**src/rtl/bp_me_pkg.sv**
```systemverilog
// Shared types for the BP memory-end burst arbiter.
// Holds the arbiter state enum and the 2-way priority pick.
package bp_me_pkg;

  typedef enum logic {
    e_arb_idle,
    e_arb_data
  } bp_me_burst_arb_state_e;

  // Priority source wins if valid, otherwise the other one.
  function automatic logic rr_pick(
    input logic [1:0] v,
    input logic       p
  );
    return v[p] ? p : ~p;
  endfunction

endpackage

```
**src/rtl/bp_me_lce_cmd_burst_arb.sv**
```systemverilog
// Burst-aware 2:1 round-robin arbiter for the LCE command channel.
// Ports: per-source header/data BP Burst in, merged burst out, grant_o, error_o.
module bp_me_lce_cmd_burst_arb
  import bp_me_pkg::*;
#(
  parameter int header_width_p = 64,
  parameter int data_width_p   = 64,
  parameter int max_beats_p    = 8
) (
  input  logic                        clk_i,
  input  logic                        reset_n_i,
  input  logic [2*header_width_p-1:0] src_header_i,
  input  logic [1:0]                  src_header_v_i,
  output logic [1:0]                  src_header_ready_and_o,
  input  logic [1:0]                  src_has_data_i,
  input  logic [2*data_width_p-1:0]   src_data_i,
  input  logic [1:0]                  src_data_v_i,
  output logic [1:0]                  src_data_ready_and_o,
  input  logic [1:0]                  src_last_i,
  output logic [header_width_p-1:0]   cmd_header_o,
  output logic                        cmd_header_v_o,
  input  logic                        cmd_header_ready_and_i,
  output logic                        cmd_has_data_o,
  output logic [data_width_p-1:0]     cmd_data_o,
  output logic                        cmd_data_v_o,
  input  logic                        cmd_data_ready_and_i,
  output logic                        cmd_last_o,
  output logic                        grant_o,
  output logic                        error_o
);

  localparam int cnt_w_lp = $clog2(max_beats_p+1);
  localparam int hw_lp    = header_width_p;
  localparam int dw_lp    = data_width_p;

  bp_me_burst_arb_state_e state_q, state_d;
  logic                prio_q, prio_d;
  logic                grant_q, grant_d;
  logic                err_q, err_d;
  logic [cnt_w_lp-1:0] cnt_q, cnt_d;

  logic idle, busy, winner;
  logic hdr_hs, data_hs;

  // Outputs are gated by reset so they drop asynchronously.
  assign idle = reset_n_i && (state_q == e_arb_idle);
  assign busy = reset_n_i && (state_q == e_arb_data);

  assign winner = rr_pick(src_header_v_i, prio_q);

  assign cmd_header_o = winner
    ? src_header_i[2*hw_lp-1 -: hw_lp]
    : src_header_i[hw_lp-1:0];
  assign cmd_header_v_o = idle && (|src_header_v_i);
  assign cmd_has_data_o = src_has_data_i[winner];

  assign cmd_data_o = grant_q
    ? src_data_i[2*dw_lp-1 -: dw_lp]
    : src_data_i[dw_lp-1:0];
  assign cmd_data_v_o = busy && src_data_v_i[grant_q];
  assign cmd_last_o   = src_last_i[grant_q];

  assign hdr_hs  = cmd_header_v_o && cmd_header_ready_and_i;
  assign data_hs = cmd_data_v_o && cmd_data_ready_and_i;

  assign grant_o = grant_q;
  assign error_o = err_q;

  always_comb begin
    src_header_ready_and_o = '0;
    src_data_ready_and_o   = '0;
    src_header_ready_and_o[winner] =
      cmd_header_v_o && cmd_header_ready_and_i;
    src_data_ready_and_o[grant_q] =
      busy && cmd_data_ready_and_i;
  end

  always_comb begin
    state_d = state_q;
    prio_d  = prio_q;
    grant_d = grant_q;
    err_d   = err_q;
    cnt_d   = cnt_q;
    unique case (state_q)
      e_arb_idle: begin
        if (hdr_hs) begin
          grant_d = winner;
          if (cmd_has_data_o) begin
            state_d = e_arb_data;
            cnt_d   = '0;
          end else begin
            prio_d = ~winner;
          end
        end
      end
      e_arb_data: begin
        if (data_hs) begin
          cnt_d = cnt_q + cnt_w_lp'(1);
          if (cmd_last_o) begin
            state_d = e_arb_idle;
            prio_d  = ~grant_q;
          end else if (cnt_q == cnt_w_lp'(max_beats_p-1)) begin
            // Runaway burst: release the channel, flag it.
            err_d   = 1'b1;
            state_d = e_arb_idle;
            prio_d  = ~grant_q;
          end
        end
      end
      default: state_d = e_arb_idle;
    endcase
  end

  always_ff @(posedge clk_i or negedge reset_n_i) begin
    if (!reset_n_i) begin
      state_q <= e_arb_idle;
      prio_q  <= 1'b0;
      grant_q <= 1'b0;
      err_q   <= 1'b0;
      cnt_q   <= '0;
    end else begin
      state_q <= state_d;
      prio_q  <= prio_d;
      grant_q <= grant_d;
      err_q   <= err_d;
      cnt_q   <= cnt_d;
    end
  end

endmodule

```
**config.mk**
```make
export PLATFORM = sky130hd
export DESIGN_NAME = bp_me_lce_cmd_burst_arb
export DESIGN_NICKNAME = d
export VERILOG_FILES = /design/src/rtl/bp_me_pkg.sv /design/src/rtl/bp_me_lce_cmd_burst_arb.sv
export SDC_FILE = /design/constraint.sdc
export NUM_CORES = 1
export LEC_CHECK = 0
export CAP_MARGIN = 10
export CORE_AREA = 2 2 156 158
export DETAILED_ROUTE_END_ITERATION = 8
export DIE_AREA = 0 0 158 160
export SLEW_MARGIN = 15
export SYNTH_ARGS = -nofsm -noshare
export SYNTH_HDL_FRONTEND = slang
export SYNTH_SLANG_ARGS = --single-unit
export TNS_END_PERCENT = 50
```
**constraint.sdc**
```tcl
create_clock -name clk_i -period 3.25 [get_ports clk_i]
set_input_delay 0.65 -clock clk_i [delete_from_list [all_inputs] [get_ports clk_i]]
set_output_delay 0.65 -clock clk_i [all_outputs]
set_load 0.005 [all_outputs]
```
# Yosys cells after proc, flatten, opt, wreduce, memory -nomap -nowiden

Cells that the tools add are included.

Output and inout bits: 138
Input port bits: 268
Logic and storage cells: 69
Register bits after elaboration: 8

Add/subtract/negate cells: 1
Multiplexer cells: 31
Bitwise logic cells: 7
Reductions and logical operators: 14
Equal/unequal tests: 6
Order comparisons: 5

Operator list:

| kind                                                                  | count |
|---|---|
| 64-bit 2-to-1 mux                                                     | 2 |
| 1-bit 2-to-1 mux                                                      | 21 |
| 4-bit 2-to-1 mux                                                      | 3 |
| 1-bit logical AND                                                     | 9 |
| 4-bit one-hot mux with 2 select lines                                 | 1 |
| 4-bit AND reduction                                                   | 2 |
| 1-bit by 2-bit < comparator with 1-bit output (second input constant) | 3 |
| 2-bit != test (second input constant)                                 | 3 |
| 1-bit NOT                                                             | 5 |
| 4-bit by 1-bit adder with 4-bit output (second input constant)        | 1 |
| 2-bit bitwise AND                                                     | 2 |
| 4-bit by 3-bit == test with 1-bit output (second input constant)      | 1 |
| 1-bit one-hot mux with 2 select lines                                 | 2 |
| 3-bit by 2-bit != test with 1-bit output (second input constant)      | 1 |
| 3-bit AND reduction                                                   | 1 |
| 1-bit demux with 1-bit select                                         | 2 |
| 1-bit >= comparator (second input constant)                           | 2 |
| 2-bit by 1-bit != test with 1-bit output (second input constant)      | 1 |
| 2-bit AND reduction                                                   | 1 |
| 2-bit OR reduction                                                    | 1 |

# Longest topological paths before layout

Depth in word-level cells: 8
Gate-level depth with buffers: 7
Gate-level depth less buffers: 6

# Worst setup path before layout

Ideal clock, no wire load.

Path kind: input-to-output
From: in src_header_v_i[0]
To: out cmd_header_o[35]
Data arrival time: 1.754 ns
Setup slack: 0.846 ns
Cell stages on the path: 5
Required time: 2.600 ns
Cell sequence: inv_1 > mux2i_1 > buf_2 > buf_2 > mux2_2

Word-level cells in the longest chain between the ends: 4

RTL lines:

| element                                              | line                          | text |
|---|---|---|
| start, declared                                      | bp_me_lce_cmd_burst_arb.sv:13 | `input logic [1:0] src_header_v_i,` |
| 1-bit 2-to-1 mux (implied by the code) (2 in series) | bp_me_pkg.sv:15               | `return v[p] ? p : ~p;` |
| 1-bit 2-to-1 mux                                     | bp_me_pkg.sv:15               |  |
| 64-bit 2-to-1 mux                                    | bp_me_lce_cmd_burst_arb.sv:52 | `? src_header_i[2*hw_lp-1 -: hw_lp]` |
| end, declared                                        | bp_me_lce_cmd_burst_arb.sv:20 | `output logic [header_width_p-1:0] cmd_header_o,` |

No other way between the ends. The select of a mux whose other input is x is not followed.

# Final worst setup path

From: in src_header_v_i[0]
To: out cmd_has_data_o

Word-level cells in the longest chain between the ends: 5

RTL lines:

| element                                              | line                          | text |
|---|---|---|
| 1-bit 2-to-1 mux (implied by the code) (2 in series) | bp_me_pkg.sv:15               |  |
| 1-bit 2-to-1 mux                                     | bp_me_pkg.sv:15               |  |
| 1-bit 2-to-1 mux (implied by the code) (2 in series) | bp_me_lce_cmd_burst_arb.sv:55 | `assign cmd_has_data_o = src_has_data_i[winner];` |
| end, declared                                        | bp_me_lce_cmd_burst_arb.sv:23 | `output logic cmd_has_data_o,` |

No other way between the ends. The select of a mux whose other input is x is not followed.

==> flow_metrics.env <==
export IMPL_clkPwrFrac_pct=7.6
export IMPL_skew_ns=0.00332
export IMPL_place_congestion=0.709
export IMPL_die_h_um=160
export IMPL_yosys_area_top_type="mux2_2"
export IMPL_pin_count=406
export IMPL_htree_levels=1
export IMPL_cts_buffers=3
export IMPL_hold_viol_final=0
export IMPL_cts_sinks=8
export IMPL_fin_crit_sh_pct=97.5
export IMPL_coreArea_mm2=0.0238
export IMPL_grt_max_degree=45
export IMPL_rows=57
export IMPL_yosysMostFrequentCell="mux2_2"
export IMPL_max_freq_ghz=0.316
export IMPL_critPathMaxStageDelay_ns=0.52
export IMPL_path_delay_family="buffers and inverters"
export IMPL_path_max_fanout=16
export IMPL_max_slew_margin_pct=70.7
export IMPL_synth_common_cells="131 x mux2_2, 10 x buf_2, 8 x dfrtp_1"
export IMPL_portBuffers=405
export IMPL_grt_pass1_vias=3423
export IMPL_ff2ff_path_depth=7
export IMPL_worstSetupPathDepth=8
export IMPL_cts_setup_buffers=0
export IMPL_post_dp_hpwl_um=12600
export IMPL_yosysUniqueCellTypes=26
export IMPL_cp_num_buf_inv=6
export IMPL_hold_path_depth=2
export IMPL_cp_arrival_ns=2.52
export IMPL_grt_pass1_wl_um=19000
export IMPL_pre_cts_slack_ns=0.0778
export IMPL_total_power_mw=2.76
export IMPL_p_switching_uw=828
export IMPL_drt_wl_total_um=14000
export IMPL_hp_class="reg -> reg"
export IMPL_synthCells=194
export IMPL_tightest_slew_ns=0.440
export IMPL_synth_area_mm2=0.00201
export IMPL_grt_overflow=0
export IMPL_fin_crit_ns=3.17
export IMPL_netSwitchingFraction_pct=30.0
export IMPL_synth_flop_cell="dfrtp_1"
export IMPL_cp_data_required_time_ns=2.60
export IMPL_synthArstFlopShare_pct=100
export IMPL_ys_seq_area_share_pct=9.97
export IMPL_die_area_mm2=0.0253
export IMPL_p_seq_share_pct=8.5
export IMPL_drc=0
export IMPL_power_leakage_nw=2.43
export IMPL_ys_warn_count=0
export IMPL_start_kind="input port"
export IMPL_cts_tree="done"
export IMPL_powerDensity_mw_per_mm2=416
export IMPL_n_antenna_cell=0
export IMPL_wl_per_cell_um=15.2
export IMPL_synth_seq_cells=8
export IMPL_vdd_ir_drop_max_v=0.000200
export IMPL_clock_latency_ns=0.23
export IMPL_ant_nets=0
export IMPL_path_cells="clkdlybuf4s50_1, inv_1, mux2i_4, buf_12, buf_12, mux2i_2, inv_1, clkdlybuf4s50_1"
export IMPL_worst_path_max_delay_cell="clkdlybuf4s50_1"
export IMPL_finalNetCount=869
export IMPL_p_comb_share_pct=83.9
export IMPL_end_kind="output port"
export IMPL_antenna_found_initial=4
export IMPL_path_class="in -> out"
export IMPL_synthTopCellsByArea="mux2_2 73%, dfrtp_1 10%, buf_2 2.5%, a22o_1 1.7%, mux2i_1 1.5%"
export IMPL_finalSetupViolCount=0
export IMPL_vias=3232
export IMPL_syn_to_final_growth_pct=231
export IMPL_rsz0062_at_grt="no"
export IMPL_maxSlewViolCount=0
export IMPL_r2r_slack_ns=1.31
export IMPL_internal_power_mw=1.93
export IMPL_initialDrtViolationCount=64
export IMPL_die_width_um=158
export IMPL_dr_pass1_iters=4
export IMPL_clock_path_buffers=2
export IMPL_clk_pin_slew_ns=0.04
export IMPL_syn_num_nets=463
export IMPL_synth_top_area_share_pct=73.5
export IMPL_fin_ws_ns=0.0809
export IMPL_grt_usage_pct=9.89
export IMPL_drt_vias_per_instance=3.50
export IMPL_drv_cap=0
export IMPL_synth_edff_count=0
export IMPL_avgSynthCellArea_um2=10.4
export IMPL_tns_ns=0
export IMPL_final_layout_size_suffix_gt1_share_pct=25.2
export IMPL_status="finished, final reports clean"
export IMPL_start_util_pct=8.43
export IMPL_cts_root_buffer="clkbuf_16"
## cells by family (layout without fill, tap and decap cells)
logic type | count (synthesis) | count (layout) | synth area share [%]
multiplexers | 134 | 134 | 75.0
buffers and inverters | 22 | 427 | 5.11
AO/OA/AOI/OAI | 13 | 13 | 5.11
AND/OR/NAND/NOR | 15 | 15 | 3.80
adder cells (fa/ha/maj) | 1 | 1 | 0.623
XOR/XNOR | 1 | 1 | 0.436
flip-flops | 8 | 8 | 9.97
## layout make-up
| type | instances | area, um2 |
|---|---|---|
| clock buffer | 4 | 78.8 |
| fill | 2588 | 17200 |
| inverter | 5 | 18.8 |
| multi-input combinational | 164 | 1720 |
| sequential | 8 | 201 |
| tap | 324 | 405 |
| timing repair buffer | 418 | 4210 |
## sequential cells by signal (all words and copies together), names as in the netlist
signal and cells:
prio_q 1, cnt_q 4, error_o 1, grant_o 1, state_q 1
## cell usage in the layout, fill, tap and decap left out, types with 2 or more instances in the layout
cell and count:
clkdlybuf4s50_1 405, mux2_2 131, buf_4 8, dfrtp_1 7, nor2_1 6, inv_1 5, buf_12 5, a22o_1 4
clkbuf_16 3, nand3_1 2, nand2_1 2, o21ai_0 2
## worst min-delay path, cell delays in order (launching register included)
cell     delay [ns]
dfrtp_1        0.34
inv_1          0.04
o41ai_1        0.05
## per-stage QoR
stage	std cells	area (um2)	util, %	hold WS [ns]
after global routing	923	6640	27.9	0.514
after CTS	923	6640	27.9	0.465
after floorplan	194	2010	-	0.354
final	923	6640	27.9	0.466
after detailed placement	919	6560	27.5	0.455
after global placement	919	6560	27.5	0.447
## routing by layer
metal	vias up	global-route usage, %	share of wire (%)
met5	-	0	0.19
met4	4	1.27	0.59
met3	10	2.88	13
met2	253	18.3	48
met1	1423	11.4	38
li1	1542	-	-
## worst paths after layout
| kind | startpoint | endpoint |
|---|---|---|
| max reg2reg | prio_q | cnt_q[0] |
| min in group asynchronous | reset_n_i | error_o |
| min | error_o | error_o |
| max | src_header_v_i[0] | cmd_has_data_o |
| max in group asynchronous | reset_n_i | grant_o |
| min reg2reg | error_o | error_o |
## power by group through the flow
| stage | sequential [mW] | clock, mW | combinational [mW] |
|---|---|---|---|
| 6_report | 0.235 | 0.209 | 2.32 |
| 4_1_cts | 0.241 | 0.213 | 2.35 |
| 5_1_grt | 0.250 | 0.221 | 2.48 |
| 3_5_place_dp | 0.242 | 0 | 2.34 |
| 3_3_place_gp | 0.241 | 0 | 2.33 |
| 2_1_floorplan | 0.165 | 0 | 1.00 |
## repair_timing
item	in CTS	in global routing
setup endpoints to repair	0	1
hold buffers	0	0
gates resized for setup	0	1
No activity file was read; power rests on OpenSTA's default activity.
